<file path="config.mk">
export PLATFORM = sky130hd
export DESIGN_NAME = fpu_divide
export DESIGN_NICKNAME = d
export VERILOG_FILES = /design/src/rtl/fpu_pkg.sv /design/src/rtl/fpu_classify.sv /design/src/rtl/fpu_divide.sv
export SDC_FILE = /design/constraint.sdc
export NUM_CORES = 1
export LEC_CHECK = 0
export CORE_ASPECT_RATIO = 0.9
export CORE_UTILIZATION = 65
export DETAILED_ROUTE_END_ITERATION = 8
export DONT_BUFFER_PORTS = 1
export PLACE_DENSITY = 0.88
export SLEW_MARGIN = 20
export SYNTH_ARGS = -nofsm -noshare
export SYNTH_HDL_FRONTEND = slang
export SYNTH_SLANG_ARGS = --single-unit
</file>
<file path="constraint.sdc">
create_clock -name clk -period 5.9 [get_ports clk]
set_input_delay 1.18 -clock clk [delete_from_list [all_inputs] [get_ports clk]]
set_output_delay 1.18 -clock clk [all_outputs]
set_load 0.02 [all_outputs]
</file>
<file path="src/rtl/fpu_pkg.sv">
// Shared format helpers, FSM state type and special-value encodings for the
// FPU blocks (fpu_divide, fpu_multiply).
package fpu_pkg;

   typedef enum logic [1:0] {
      IDLE,
      DIVIDE,
      NORM,
      DONE
   } fpuState_e;

   localparam logic [63:0] QNAN_SINGLE = 64'h0000_0000_7FC0_0000;
   localparam logic [63:0] QNAN_DOUBLE = 64'h7FF8_0000_0000_0000;
   localparam logic [63:0] INF_SINGLE  = 64'h0000_0000_7F80_0000;
   localparam logic [63:0] INF_DOUBLE  = 64'h7FF0_0000_0000_0000;

   function automatic int fpuWidth(input int dbl);
      return (dbl != 0) ? 64 : 32;
   endfunction

   function automatic int fpuExpWidth(input int dbl);
      return (dbl != 0) ? 11 : 8;
   endfunction

   function automatic int fpuManWidth(input int dbl);
      return (dbl != 0) ? 52 : 23;
   endfunction

   function automatic int fpuBias(input int dbl);
      return (dbl != 0) ? 1023 : 127;
   endfunction

   // Encodings are returned zero-extended to 64 bits; callers take the low bits.
   function automatic logic [63:0] fpuQnan(input int dbl);
      return (dbl != 0) ? QNAN_DOUBLE : QNAN_SINGLE;
   endfunction

   function automatic logic [63:0] fpuInf(input int dbl);
      return (dbl != 0) ? INF_DOUBLE : INF_SINGLE;
   endfunction

endpackage

</file>
<file path="src/rtl/fpu_classify.sv">
// Combinational operand classifier: splits an IEEE-754 word into its fields,
// flags zero/denormal and inf/NaN, and restores the hidden leading one.
module fpu_classify
   import fpu_pkg::*;
#(
   parameter int  double = 0,
   localparam int W      = fpuWidth(double),
   localparam int E      = fpuExpWidth(double),
   localparam int M      = fpuManWidth(double)
) (
   input  logic [W-1:0] op_i,
   output logic         sign_o,
   output logic [E-1:0] exp_o,
   output logic [M:0]   frac_o,
   output logic         isZero_o,
   output logic         isSpecial_o
);

   assign sign_o      = op_i[W-1];
   assign exp_o       = op_i[W-2 -: E];
   assign isZero_o    = (exp_o == '0);
   assign isSpecial_o = &exp_o;

   // Denormals are flushed, so a zero exponent field yields an all-zero fraction.
   assign frac_o      = isZero_o ? '0 : {1'b1, op_i[M-1:0]};

endmodule

</file>
<file path="src/rtl/fpu_divide.sv">
// Iterative IEEE-754 divider: special cases resolve at acceptance, normal
// operands run a restoring radix-2 divide, then normalize and truncate.
module fpu_divide
   import fpu_pkg::*;
#(
   parameter int  double = 0,
   localparam int W      = fpuWidth(double),
   localparam int E      = fpuExpWidth(double),
   localparam int M      = fpuManWidth(double),
   localparam int BIAS   = fpuBias(double)
) (
   input  logic         clk,
   input  logic         rst,
   input  logic         in_valid,
   output logic         in_ready,
   input  logic [W-1:0] a,
   input  logic [W-1:0] b,
   output logic         out_valid,
   input  logic         out_ready,
   output logic [W-1:0] result
);

   localparam int QW = M + 2;
   localparam int XW = E + 2;
   localparam int CW = $clog2(QW);

   localparam logic [63:0]          QNAN64   = fpuQnan(double);
   localparam logic [63:0]          INF64    = fpuInf(double);
   localparam logic [W-1:0]         QNAN     = QNAN64[W-1:0];
   localparam logic [W-1:0]         INF      = INF64[W-1:0];
   localparam logic signed [XW-1:0] EXP_MAX  = XW'((1 << E) - 1);
   localparam logic signed [XW-1:0] EXP_ZERO = '0;
   localparam logic signed [XW-1:0] EXP_ONE  = XW'(1);
   localparam logic signed [XW-1:0] BIAS_X   = XW'(BIAS);
   localparam logic [CW-1:0]        CNT_LAST = CW'(QW - 1);

   fpuState_e             state_q;
   logic                  sign_q;
   logic signed [XW-1:0]  exp_q;
   logic [QW-1:0]         rem_q;
   logic [M:0]            divisor_q;
   logic [QW-1:0]         quo_q;
   logic [CW-1:0]         cnt_q;
   logic                  normStep_q;
   logic [W-1:0]          result_q;
   logic                  outValid_q;

   logic                  signA, signB;
   logic [E-1:0]          expA, expB;
   logic [M:0]            fracA, fracB;
   logic                  zeroA, zeroB;
   logic                  specialA, specialB;

   logic                  remGe;
   logic [QW-1:0]         remSub_d;
   logic [QW-1:0]         remShift_d;
   logic signed [XW-1:0]  expStart_d;
   logic                  signRes;

   fpu_classify #(.double(double)) classifyA (
      .op_i        (a),
      .sign_o      (signA),
      .exp_o       (expA),
      .frac_o      (fracA),
      .isZero_o    (zeroA),
      .isSpecial_o (specialA)
   );

   fpu_classify #(.double(double)) classifyB (
      .op_i        (b),
      .sign_o      (signB),
      .exp_o       (expB),
      .frac_o      (fracB),
      .isZero_o    (zeroB),
      .isSpecial_o (specialB)
   );

   // One restoring step: subtract when possible, then shift the partial remainder.
   assign remGe      = (rem_q >= {1'b0, divisor_q});
   assign remSub_d   = remGe ? (rem_q - {1'b0, divisor_q}) : rem_q;
   assign remShift_d = {remSub_d[QW-2:0], 1'b0};

   assign expStart_d = $signed({2'b00, expA}) - $signed({2'b00, expB}) + BIAS_X;
   assign signRes    = signA ^ signB;

   assign in_ready   = (state_q == IDLE);
   assign out_valid  = outValid_q;
   assign result     = result_q;

   always_ff @(posedge clk or posedge rst) begin
      if (rst) begin
         state_q    <= IDLE;
         sign_q     <= 1'b0;
         exp_q      <= '0;
         rem_q      <= '0;
         divisor_q  <= '0;
         quo_q      <= '0;
         cnt_q      <= '0;
         normStep_q <= 1'b0;
         result_q   <= '0;
         outValid_q <= 1'b0;
      end else begin
         case (state_q)
            IDLE: begin
               if (in_valid) begin
                  sign_q <= signRes;
                  if (specialA || specialB || (zeroA && zeroB)) begin
                     result_q   <= QNAN;
                     outValid_q <= 1'b1;
                     state_q    <= DONE;
                  end else if (zeroB) begin
                     result_q   <= {signRes, INF[W-2:0]};
                     outValid_q <= 1'b1;
                     state_q    <= DONE;
                  end else if (zeroA) begin
                     result_q   <= {signRes, {(W-1){1'b0}}};
                     outValid_q <= 1'b1;
                     state_q    <= DONE;
                  end else begin
                     exp_q     <= expStart_d;
                     rem_q     <= {1'b0, fracA};
                     divisor_q <= fracB;
                     quo_q     <= '0;
                     cnt_q     <= '0;
                     state_q   <= DIVIDE;
                  end
               end
            end

            DIVIDE: begin
               quo_q <= {quo_q[QW-2:0], remGe};
               rem_q <= remShift_d;
               cnt_q <= cnt_q + CW'(1);
               if (cnt_q == CNT_LAST) begin
                  normStep_q <= 1'b0;
                  state_q    <= NORM;
               end
            end

            // First NORM cycle aligns the quotient, second range-checks and packs.
            NORM: begin
               if (!normStep_q) begin
                  normStep_q <= 1'b1;
                  if (!quo_q[QW-1]) begin
                     quo_q <= {quo_q[QW-2:0], 1'b0};
                     exp_q <= exp_q - EXP_ONE;
                  end
               end else begin
                  if (exp_q >= EXP_MAX) begin
                     result_q <= {sign_q, INF[W-2:0]};
                  end else if (exp_q <= EXP_ZERO) begin
                     result_q <= {sign_q, {(W-1){1'b0}}};
                  end else begin
                     result_q <= {sign_q, exp_q[E-1:0], quo_q[QW-2 -: M]};
                  end
                  outValid_q <= 1'b1;
                  state_q    <= DONE;
               end
            end

            DONE: begin
               if (out_ready) begin
                  outValid_q <= 1'b0;
                  state_q    <= IDLE;
               end
            end

            default: state_q <= IDLE;
         endcase
      end
   end

endmodule

</file>
# [Word level (Yosys, flattened, before mapping)]
# Index checks and enable logic that the tools add are counted.
# W data, S select, Z words.
[op_classes] add_sub_neg=5 bitwise_logic=4 n_reduce_logical=23 eq_ne=14 mux=50 n_lt_le_gt_ge=3
[ops] operator="$mux W25" count=10
[ops] operator="$mux W32" count=5
[ops] operator="$pmux W25 S3" count=1
[ops] operator="$pmux W32 S2" count=1
[ops] operator="$mux W31" count=2
[ops] operator="$mux W10" count=6
[ops] operator="$pmux W25 S2" count=1
[ops] operator="$ge A25 B24 Y1" count=1
[ops] operator="$mux W24" count=1
[ops] operator="$sub A24 B24 Y24" count=1
[ops] operator="$mux W5" count=4
[ops] operator="$pmux W10 S2" count=1
[ops] operator="$ne A2 B2 Y1 const B" count=9
[ops] operator="$logic_not A8 Y1" count=2
[ops] operator="$reduce_and A8 Y1" count=2
[ops] operator="$reduce_and A5 Y1" count=3
[ops] operator="$mux W2" count=7
[ops] operator="$reduce_and A7 Y1" count=2
[ops] operator="$add A9 B8 Y10 const B" count=1
[ops] operator="$ge A10 B9 Y1 const B" count=1
[ops] operator="$le A10 B1 Y1 const B" count=1
[ops] operator="$pmux W5 S2" count=1
[ops] operator="$sub A10 B2 Y10 const B" count=1
[ops] operator="$sub A8 B8 Y9" count=1
[ops] operator="other kinds (19)" count=34
[word_totals] wordCells=110 regBits=126 in_bits=68 out_inout_bits=34

# [Logic depth before layout (Yosys ltp)]
# Gate-level depths: netlist of the first run.
[depth] ltp_word=7 depth_mapped=13 depth_no_buf=11

# [Hierarchy]
# A second synthesis of the first run with hierarchy kept.
[hier_totals] hier_cells=911 hier_area_um2=8195.4
[by_module_without_submodules] mod="fpu_divide" n_inst=1 cells_per_inst=825 seq_area_each_um2=3153.0 area_each_um2=7469.7
[by_module_without_submodules] mod="fpu_classify" n_inst=2 cells_per_inst=43 seq_area_each_um2=0.0 area_each_um2=362.8

# [Worst setup path after synthesis of the first run]
# Ideal clock, no wire load.
[synth_timing] kind="input to register" from="input b[24]" to="register exp_q[6]" stages=11 arrival_time_ns=3.111 slack_ns=2.662 path_buffers=1 setup_ns=0.126 cell_sequence="inv_1 ha_1 nor2b_4 o2111ai_4 and3b_1 clkbuf_2 or2_2 a21oi_1 a211oi_2 xnor2_1 a221o_2"
[synth_between] elab_chain_len=7
[synth_lines] item="start: declaration" line="fpu_divide.sv:17" rtl="input logic [W-1:0] b,"
[synth_lines] item="$sub A8 B8 Y9" line="fpu_divide.sv:83" rtl="assign expStart_d = $signed({2'b00, expA}) - $signed({2'b00, expB}) + BIAS_X;"
[synth_lines] item="$add A9 B8 Y10" line="fpu_divide.sv:83"
[synth_lines] item="$mux W10" line="fpu_divide.sv:115" rtl="end else if (zeroA) begin"
[synth_lines] item="$mux W10" line="fpu_divide.sv:111" rtl="end else if (zeroB) begin"
[synth_lines] item="$mux W10" line="fpu_divide.sv:107" rtl="if (specialA || specialB || (zeroA && zeroB)) begin"
[synth_lines] item="$mux W10" line="fpu_divide.sv:105" rtl="if (in_valid) begin"
[synth_lines] item="$pmux W10 S2" line="fpu_divide.sv:103" rtl="case (state_q)"
[synth_lines] item="end signal: assignment" line="fpu_divide.sv:120" rtl="exp_q <= expStart_d;"
[synth_lines] item="end signal: assignment" line="fpu_divide.sv:146" rtl="exp_q <= exp_q - EXP_ONE;"
[synth_lines] item="end: declaration" line="fpu_divide.sv:39" rtl="logic signed [XW-1:0] exp_q;"
# Several ways; a longest one is shown, not always the timed one. The select of a mux whose other input is x is not followed.
# A chain may end at the register's enable or synchronous reset.

# [Worst setup path in the final report of the first run]
[layout_timing] from="input b[28]" to="register rem_q[11]"
[layout_between] elab_chain_len=5
[layout_lines] item="$reduce_and A8 Y1 or $logic_not A8 Y1 (tied branches)" line="fpu_classify.sv:22, fpu_classify.sv:21"
[layout_lines] item="$logic_or A1 B1 Y1 or $logic_and A1 B1 Y1 (tied branches)" line="fpu_divide.sv:107"
[layout_lines] item="$logic_or A1 B1 Y1" line="fpu_divide.sv:107"
[layout_lines] item="$ne A2 B2 Y1 (no source line)"
[layout_lines] item="$reduce_and A5 Y1 (no source line) (*)"
[layout_lines] item="end signal: assignment" line="fpu_divide.sv:121" rtl="rem_q <= {1'b0, fracA};"
[layout_lines] item="end signal: assignment" line="fpu_divide.sv:132" rtl="rem_q <= remShift_d;"
[layout_lines] item="end: declaration" line="fpu_divide.sv:40" rtl="logic [QW-1:0] rem_q;"
# Every way passes the cells marked *; elsewhere a longest branch is shown, timed or not.

==> results.yml, run 1 <==
cts:
  cts.repair.resized: 0
  cts.path.max_buffers: 2
  numCtsBuffers: 17
  cts-root-buf: "clkbuf_16"
  tritoncts: "done"
  cts_setup_buffers: 0
  insertion_delay_ns: 0.42
  clk_pin_slew_ns: 0.05
  htreeDepth: 4
  clock-sinks: 126
  cts_hold_buffers: 0
yosys:
  synth-main-ff-cell: "dfrtp_1"
  synth_cells: 873
  mappedNetlistArea_mm2: 0.007766
  synth_enable_flop_cells: 0
  yosys_warnings: 0
  syn-num-nets: 986
  ys_ff_latch: 126
  yosysSeqAreaShare: 0.4060
  ys_types: 76
  ys_top_cells_by_area: "dfrtp_1, nand2_1, ha_1"
  yosys.area.top_type: "dfrtp_1"
  avgSynthCellArea_um2: 8.896
  async_reset_ff_frac: 1.000
  synth_top_area_frac: 0.4060
floorplan:
  initial_core_util: 0.6737
  die_h_um: 105.7
  fp-row-count: 37
  die_x_um: 117.2
  coreArea_mm2: 0.01153
  die_area_mm2: 0.01239
  io_pins: 102
setup_path:
  required_ns: 6.24
  arrival_ns: 3.67
  end_kind: "register"
  crit_slowest_cell: "and2_1"
  crit_family: "simple AND/OR/NAND/NOR gates"
  cpPeakStageDelay_ns: 0.89
  cp_num_buf_inv: 1
  path_class: "input port to register"
  crit_fanout: 29
  critPathLaunchType: "input port"
  cp_cell_sequence: "nor4_1, nand2_1, nor3b_4, nand4_1, buf_4, and2_1, a22o_1, a31oi_1, o21ai_0"
route:
  drtIter0Drc: 573
  drt-total-wl_um: 18630
  routedWlPerCell_um: 18.28
  dr_total_vias: 6477
  route.detailed.drc: 0
  dr.pass1.iters: 6
  ant_nets: 0
  vias_per_cell: 6.356
place:
  port_buffers: 0
  gp_congestion: 0.9119
  placed_cells: 989
  dp_hpwl_um: 13000
pwr:
  total_power_mw: 5.319
  combPwrFrac: 0.542
  p_sw_mw: 2.418
  p_sw_frac: 0.4546
  power_frac_seq: 0.261
  power_density_mw_per_mm2: 635.3
  p_int_mw: 2.901
  p_clk_frac: 0.196
  ir_drop_mv: 0.4146
  power_leakage_nw: 3.730
grt:
  grt_pass1_vias: 6383
  grt_usage: 0.3171
  antenna_found_initial: 1
  gr-total-overflow: 0
  grt_pass1_wl_um: 30230
  grt_max_degree: 84
timing:
  tns_ns: 0
  skew_ns: 0.005321
  setup_viol: 0
  min_period_over_period: 0.5654
  relSlewSlack: 0.2912
  grt_setup_unrepaired: "no"
  tightest_slew_ns: 1.055
  layout_min_cycle_time_ns: 3.336
  hold_violations: 0
  max_freq_ghz: 0.2998
  maxSlewViolCount: 0
finish:
  area_growth_pct: 7.798
  layout.nets: 965
  final-instance-count-excl-fill: 1019
  diodes: 0
  drive_gt1_frac: 0.09038
job:
  maxCapViolations: 0
outcome:
  outcome: "completed"
min_path:
  hold_class: "register to register"
worst paths after layout:
| path | start | end | slack [ns] | cells after the start |
|---|---|---|---|---|
| max | b[28] | rem_q[11] | 2.56 | 9 |
| min | quo_q[0] | quo_q[0] | 0.49 | 2 |
| max reg2reg | rem_q[1] | rem_q[16] | 2.84 | 9 |
| min reg2reg | quo_q[0] | quo_q[0] | 0.49 | 2 |
| max in group asynchronous | rst | divisor_q[14] | 4.09 | 2 |
| min in group asynchronous | rst | divisor_q[19] | 0.76 | 1 |
power groups by stage:
| stage | clock network, mW | registers, mW | logic, mW |
|---|---|---|---|
| 2_1_floorplan | 0 | 1.31 | 2.32 |
| 3_3_place_gp | 0 | 1.37 | 2.66 |
| 3_5_place_dp | 0 | 1.39 | 2.79 |
| 4_1_cts | 1.05 | 1.38 | 2.83 |
| 5_1_grt | 1.09 | 1.41 | 3.18 |
| 6_report | 1.04 | 1.39 | 2.89 |
layout by cell type, fill, tap and decap left out, types with 6 or more instances in the layout:
master     instances
nor4_1             7
ha_1              44
a22o_1             8
a211oi_1           7
dfrtp_1          126
nand2b_1           8
xnor2_1           18
xor2_1            14
o21ai_0           98
a21oi_1           50
nor3_1             9
a21o_1            14
nand2_1          151
o31ai_1            6
mux2i_1           16
nand3_1           12
a22oi_1           17
mux2_2            23
a31oi_1           11
o21ai_1            7
inv_1             47
clkbuf_16         17
nand4_1           14
o21a_1             8
nor2_1            45
area by class of cell:
type | instances | area (µm²)
multi-input cells | 653 | 4219
well taps | 156 | 195.2
inverters | 49 | 188.9
flip-flops and latches | 126 | 3153
clock buffers | 19 | 432.9
clock inverters | 11 | 145.1
repair buffers | 5 | 37.54
fillers | 830 | 3156
sequential cells by signal, indices dropped and copies added (netlist names):
name and count:
quo_q 25, divisor_q 24, rem_q 25, sign_q 1, out_valid 1, cnt_q 5
normStep_q 1, exp_q 10, state_q 2, result 32
synthesized netlist by cell type, types with 16 or more instances:
cell type / n
ha_1: 44
dfrtp_1: 126
clkbuf_1: 26
nor2_1: 45
o21ai_0: 98
a22oi_1: 17
inv_1: 48
a21oi_1: 50
nand2_1: 151
mux2_2: 23
xnor2_1: 18
mux2i_1: 16
layer usage:
| layer | vias up | global-route usage | routed length [µm] |
|---|---|---|---|
| met1 | 3073 | 0.4167 | 7945 |
| met5 | - | 0 | 13 |
| li1 | 3044 | - | - |
| met3 | 63 | 0.09028 | 1575 |
| met4 | 2 | 0.1383 | 642 |
| met2 | 295 | 0.4857 | 8455 |
tightest hold or removal path, delay by kind of cell (launching register included):
family | cells | cell delay, ns
AOI/OAI and AO/OA | 1 | 0.05
and+or+nand+nor | 1 | 0.06
DFF | 1 | 0.35
cell families after synthesis:
| family | synth area share |
|---|---|
| adder cells (fa/ha/maj) | 0.07492 |
| AO/OA/AOI/OAI | 0.2127 |
| buffers and inverters | 0.05091 |
| flip-flops | 0.4060 |
| AND/OR/NAND/NOR | 0.1637 |
| XOR/XNOR | 0.03609 |
| multiplexers | 0.05574 |
through the flow:
step,hold WS [ns],worst slack [ns],util,cell area [µm²]
after floorplan,0.4175,1.364,-,7766
after global placement,0.4610,2.397,0.6758,7790
after detailed placement,0.4816,2.225,0.6759,7791
after CTS,0.4938,2.680,0.7260,8369
after global routing,0.5122,2.429,0.7263,8372
final,0.4927,2.564,0.7263,8372
No activity file was read; power rests on OpenSTA's default activity.
==> run 2: changes to the inputs <==
Clock period 5.9 ns to 3.45 ns, I/O delays scaled along.
==> results.yml, run 2 (synthesis gave the netlist of run 1 again) <==
floorplan:
  io_pins: 102
  die_h_um: 105.7
  die_area_mm2: 0.01239
  coreArea_mm2: 0.01153
  die_x_um: 117.2
  fp-row-count: 37
  initial_core_util: 0.6737
timing:
  tns_ns: 0
  max_freq_ghz: 0.3385
  skew_ns: 0.01267
  relSlewSlack: 0.3271
  grt_setup_unrepaired: "no"
  layout_min_cycle_time_ns: 2.955
  setup_viol: 0
  tightest_slew_ns: 1.009
  hold_violations: 0
  maxSlewViolCount: 0
  min_period_over_period: 0.8564
route:
  route.detailed.drc: 0
  ant_nets: 0
  vias_per_cell: 6.307
  drt-total-wl_um: 18370
  drtIter0Drc: 657
  dr_total_vias: 6471
  routedWlPerCell_um: 17.91
  dr.pass1.iters: 5
finish:
  fin_util: 0.7295
  final_cell_mix: "nand2_1, dfrtp_1, o21ai_0, a21oi_1, inv_1"
  layout.nets: 970
  regArea_mm2: 0.003153
  multi_input_area_mm2: 0.004219
  drive_gt1_frac: 0.09885
  final_cell_area_mm2: 0.008409
  largest_reg_flops: 32
  fillCellCount: 815
  area_growth_pct: 8.281
  final_common_cell: "nand2_1"
  diodes: 0
setup_path:
  end_kind: "register"
  path_class: "register to register"
  r2r_slack_ns: 0.50
  r2r_end: "rem_q[21]"
  crit_fanout: 6
  startpoint: "rem_q[11]"
  r2r-start: "rem_q[11]"
  crit_end: "rem_q[21]"
  arrival_ns: 3.25
  critPathLaunchType: "register"
  rr_worst_depth: 8
  required_ns: 3.74
cts:
  cts_hold_buffers: 0
  insertion_delay_ns: 0.42
  cts-root-buf: "clkbuf_16"
  htreeDepth: 4
  cts.repair.resized: 0
  tritoncts: "done"
  clock-sinks: 126
  numCtsBuffers: 17
  cts.path.max_buffers: 2
  cts_setup_buffers: 0
  clk_pin_slew_ns: 0.06
grt:
  gr-total-overflow: 0
  grt_usage: 0.3123
  grt_max_degree: 87
  grt_pass1_vias: 6135
  grt_pass1_wl_um: 29650
  antenna_found_initial: 0
pwr:
  power_leakage_nw: 3.751
  power_density_mw_per_mm2: 1076
  ir_drop_mv: 0.6970
  total_power_mw: 9.052
place:
  gp_congestion: 0.8865
  port_buffers: 0
  postPlaceCellArea_mm2: 0.007843
  dp_hpwl_um: 12910
job:
  maxCapViolations: 0
outcome:
  outcome: "completed"
min_path:
  hold_class: "input port to async pin"
run 2: critical path: stages, from the launching register on:
cell	delay, ns
dfrtp_1	0.40
ha_1	0.38
a2111oi_1	0.74
o211a_1	0.25
a21oi_1	0.15
a311o_1	0.41
a21oi_1	0.19
xor2_1	0.21
o21ai_0	0.10
run 2: through the flow:
| stage | setup WS, ns | std cells | hold slack (ns) |
|---|---|---|---|
| final | 0.4954 | 1026 | 0.2719 |
| after global routing | 0.2898 | 1026 | 0.3012 |
| after CTS | 0.5939 | 1026 | 0.2860 |
| after detailed placement | 0.5533 | 994 | 0.4477 |
| after global placement | 0.6349 | 994 | 0.4389 |
| after floorplan | 0.7023 | 873 | 0.4175 |
run 2: power by group:
group / switching, mW / total [mW] / leakage [nW] / internal [mW]
Sequential: 0.448 / 2.38 / 1.62 / 1.93
Clock: 0.676 / 1.71 / 0.269 / 1.03
Combinational: 3.02 / 4.97 / 1.86 / 1.94
run 2: how the worst min path moves through the flow:
stage	from	to	slack, ns	cells past startpoint
after global placement	divisor_q[23]	divisor_q[23]	0.44	2
after CTS	rst	divisor_q[20]	0.29	2
after global routing	rst	divisor_q[20]	0.30	2
final	rst	divisor_q[20]	0.27	2
after detailed placement	divisor_q[23]	divisor_q[23]	0.45	2
after floorplan	divisor_q[23]	divisor_q[23]	0.42	2
run 2: cell type report:
| cell class | instances | area share |
|---|---|---|
| well taps | 156 | 0.02321 |
| clock buffers | 20 | 0.05431 |
| clock inverters | 12 | 0.01309 |
| flip-flops and latches | 126 | 0.3749 |
| repair buffers | 10 | 0.01042 |
| inverters | 49 | 0.02232 |
| multi-input cells | 653 | 0.5017 |
run 2: routing by layer:
layer  wire (µm)  up-vias  global-route usage
li1            -     3060                   -
met1        8170     3095              0.4239
met2        8332      277              0.4647
met3        1441       39             0.09201
met4         427        0              0.1284
met5           0        -                   0
==> run 3: changes to the inputs <==
Settings changed: SYNTH_HIERARCHICAL from default to 1.
==> results.yml, run 3 <==
outcome:
  outcome: "completed"
finish:
  fillCellCount: 919
  final_cell_mix: "dfrtp_1, nand2_1, o21ai_0, inv_1, nor2_1"
  diodes: 0
  drive_gt1_frac: 0.09508
  layout.nets: 994
  final_common_cell: "dfrtp_1"
  area_growth_pct: 6.534
  largest_reg_flops: 32
grt:
  grt_usage: 0.3017
  gr-total-overflow: 0
  antenna_found_initial: 0
  grt_max_degree: 127
  grt_pass1_wl_um: 30730
  grt_pass1_vias: 6396
route:
  route.detailed.drc: 0
  dr.pass1.iters: 5
  ant_nets: 0
  drtIter0Drc: 636
  routedWlPerCell_um: 17.83
  dr_total_vias: 6674
  drt-total-wl_um: 18790
  vias_per_cell: 6.332
floorplan:
  coreArea_mm2: 0.01217
  die_x_um: 120.4
  initial_core_util: 0.6733
  fp-row-count: 38
  die_area_mm2: 0.01306
  io_pins: 102
  die_h_um: 108.5
setup_path:
  cpMostUsedCell: "a211oi_1"
  arrival_ns: 3.23
  rr_worst_depth: 10
  r2r_end: "rem_q[21]"
  cp_cell_sequence: "ha_1, a211oi_1, a2111oi_0, o21a_1, inv_1, nand4_1, a211oi_1, buf_4, a31oi_1, o21ai_0"
  cpPeakStageDelay_ns: 0.52
  path_class: "register to register"
  cp_num_buf_inv: 2
  crit_family: "compound AO/OA/AOI/OAI gates"
  critPathLaunchType: "register"
  crit_fanout: 8
  r2r_slack_ns: 0.55
  r2r-start: "rem_q[12]"
  crit_slowest_cell: "a211oi_1"
  end_kind: "register"
  required_ns: 3.78
cts:
  tritoncts: "done"
  cts_setup_buffers: 0
  clk_pin_slew_ns: 0.07
  clock-sinks: 126
  cts.repair.resized: 0
  insertion_delay_ns: 0.43
  cts-root-buf: "clkbuf_16"
  cts.path.max_buffers: 2
  numCtsBuffers: 17
  cts_hold_buffers: 0
  htreeDepth: 4
yosys:
  yosysSeqAreaShare: 0.3847
  ys_ff_latch: 126
  yosys_warnings: 6
  async_reset_ff_frac: 1.000
  synth_commonest_cells: "dfrtp_1, nand2_1, o21ai_0, inv_1, nor2_1"
  synth_top_area_frac: 0.3847
  mappedNetlistArea_mm2: 0.008195
  yosys.area.top_type: "dfrtp_1"
  avgSynthCellArea_um2: 8.996
  synth-main-ff-cell: "dfrtp_1"
  ys_types: 76
  synth.most_common_cell: "dfrtp_1"
  ys_top_cells_by_area: "dfrtp_1, ha_1, o21ai_0"
  synth_cells: 911
  syn-num-nets: 1024
  synth_enable_flop_cells: 0
timing:
  min_period_over_period: 0.8407
  setup_viol: 0
  tightest_slew_ns: 0.6764
  layout_min_cycle_time_ns: 2.901
  hold_violations: 0
  max_freq_ghz: 0.3448
  skew_ns: 0.01325
  fin_hold_ws_ns: 0.3263
  tns_ns: 0
  grt_setup_unrepaired: "no"
  maxSlewViolCount: 0
  relSlewSlack: 0.5374
pwr:
  ir_drop_mv: 0.5349
  power_leakage_nw: 3.816
  power_density_mw_per_mm2: 1036
place:
  gp_congestion: 0.9789
  dp_hpwl_um: 12960
  port_buffers: 0
min_path:
  hold_class: "input port to async pin"
job:
  maxCapViolations: 0
[run 3: changes by cell type after synthesis, moves of 9 or more]
cell      delta
a21boi_2     +9
mux2_2      -22
nand2_1     -44
buf_4       +22
a22o_1      +25
a21boi_1    +12
a21boi_0    +29
[run 3: final cells by class]
cell class	count	area, µm²	area share
Inverter	51	195.2	0.02236
Clock inverter	14	143.9	0.01648
Clock buffer	18	439.2	0.05030
Timing Repair Buffer	18	147.6	0.01691
Sequential cell	126	3153	0.3611
Multi-Input combinational cell	667	4452	0.5099
Tap cell	160	200.2	0.02293
[run 3: power breakdown]
part | internal (mW) | switching [mW]
logic | 1.98 | 2.95
clock network | 1.04 | 0.743
registers | 1.92 | 0.413
total | 4.94 | 4.11
[run 3: how the worst max path moves through the flow]
stage,startpoint,end,slack [ns],cells past startpoint
2_1_floorplan,a[24],exp_q[9],0.62,10
3_3_place_gp,b[24],exp_q[9],0.62,10
3_5_place_dp,b[24],exp_q[9],0.45,10
4_1_cts,rem_q[12],rem_q[23],0.59,9
5_1_grt,rem_q[12],rem_q[21],0.32,10
6_report,rem_q[12],rem_q[21],0.55,10
[run 3: metal layers]
layer / global-route usage / up-vias / routed length (µm)
met3: 0.06171 / 35 / 921
met4: 0.1305 / 0 / 459
met1: 0.3899 / 3226 / 8340
li1: - / 3203 / -
met5: 0 / - / 0
met2: 0.4934 / 210 / 9070
[run 3: kinds of logic (layout without fill, tap and decap cells)]
| kind of cell | count (synthesis) | count (layout) | share of synthesized area |
|---|---|---|---|
| compound gates | 319 | 319 | 0.2631 |
| xor+xnor | 29 | 29 | 0.03099 |
| fa+ha+maj | 46 | 46 | 0.07084 |
| buf+inv | 118 | 101 | 0.07252 |
| flops | 126 | 126 | 0.3847 |
| mux | 20 | 20 | 0.02580 |
| simple gates | 253 | 253 | 0.1521 |
[run 3: per-stage QoR]
step / area [µm²] / instances / utilization / power [mW] / setup WS, ns
floorplan: 8199 / 911 / - / 6.217 / 0.6199
global placement: 8148 / 1022 / 0.6694 / 7.028 / 0.6153
detailed placement: 8148 / 1022 / 0.6694 / 7.168 / 0.4455
CTS: 8731 / 1054 / 0.7173 / 9.002 / 0.5904
global route: 8731 / 1054 / 0.7173 / 9.733 / 0.3240
finish: 8731 / 1054 / 0.7173 / 9.043 / 0.5495
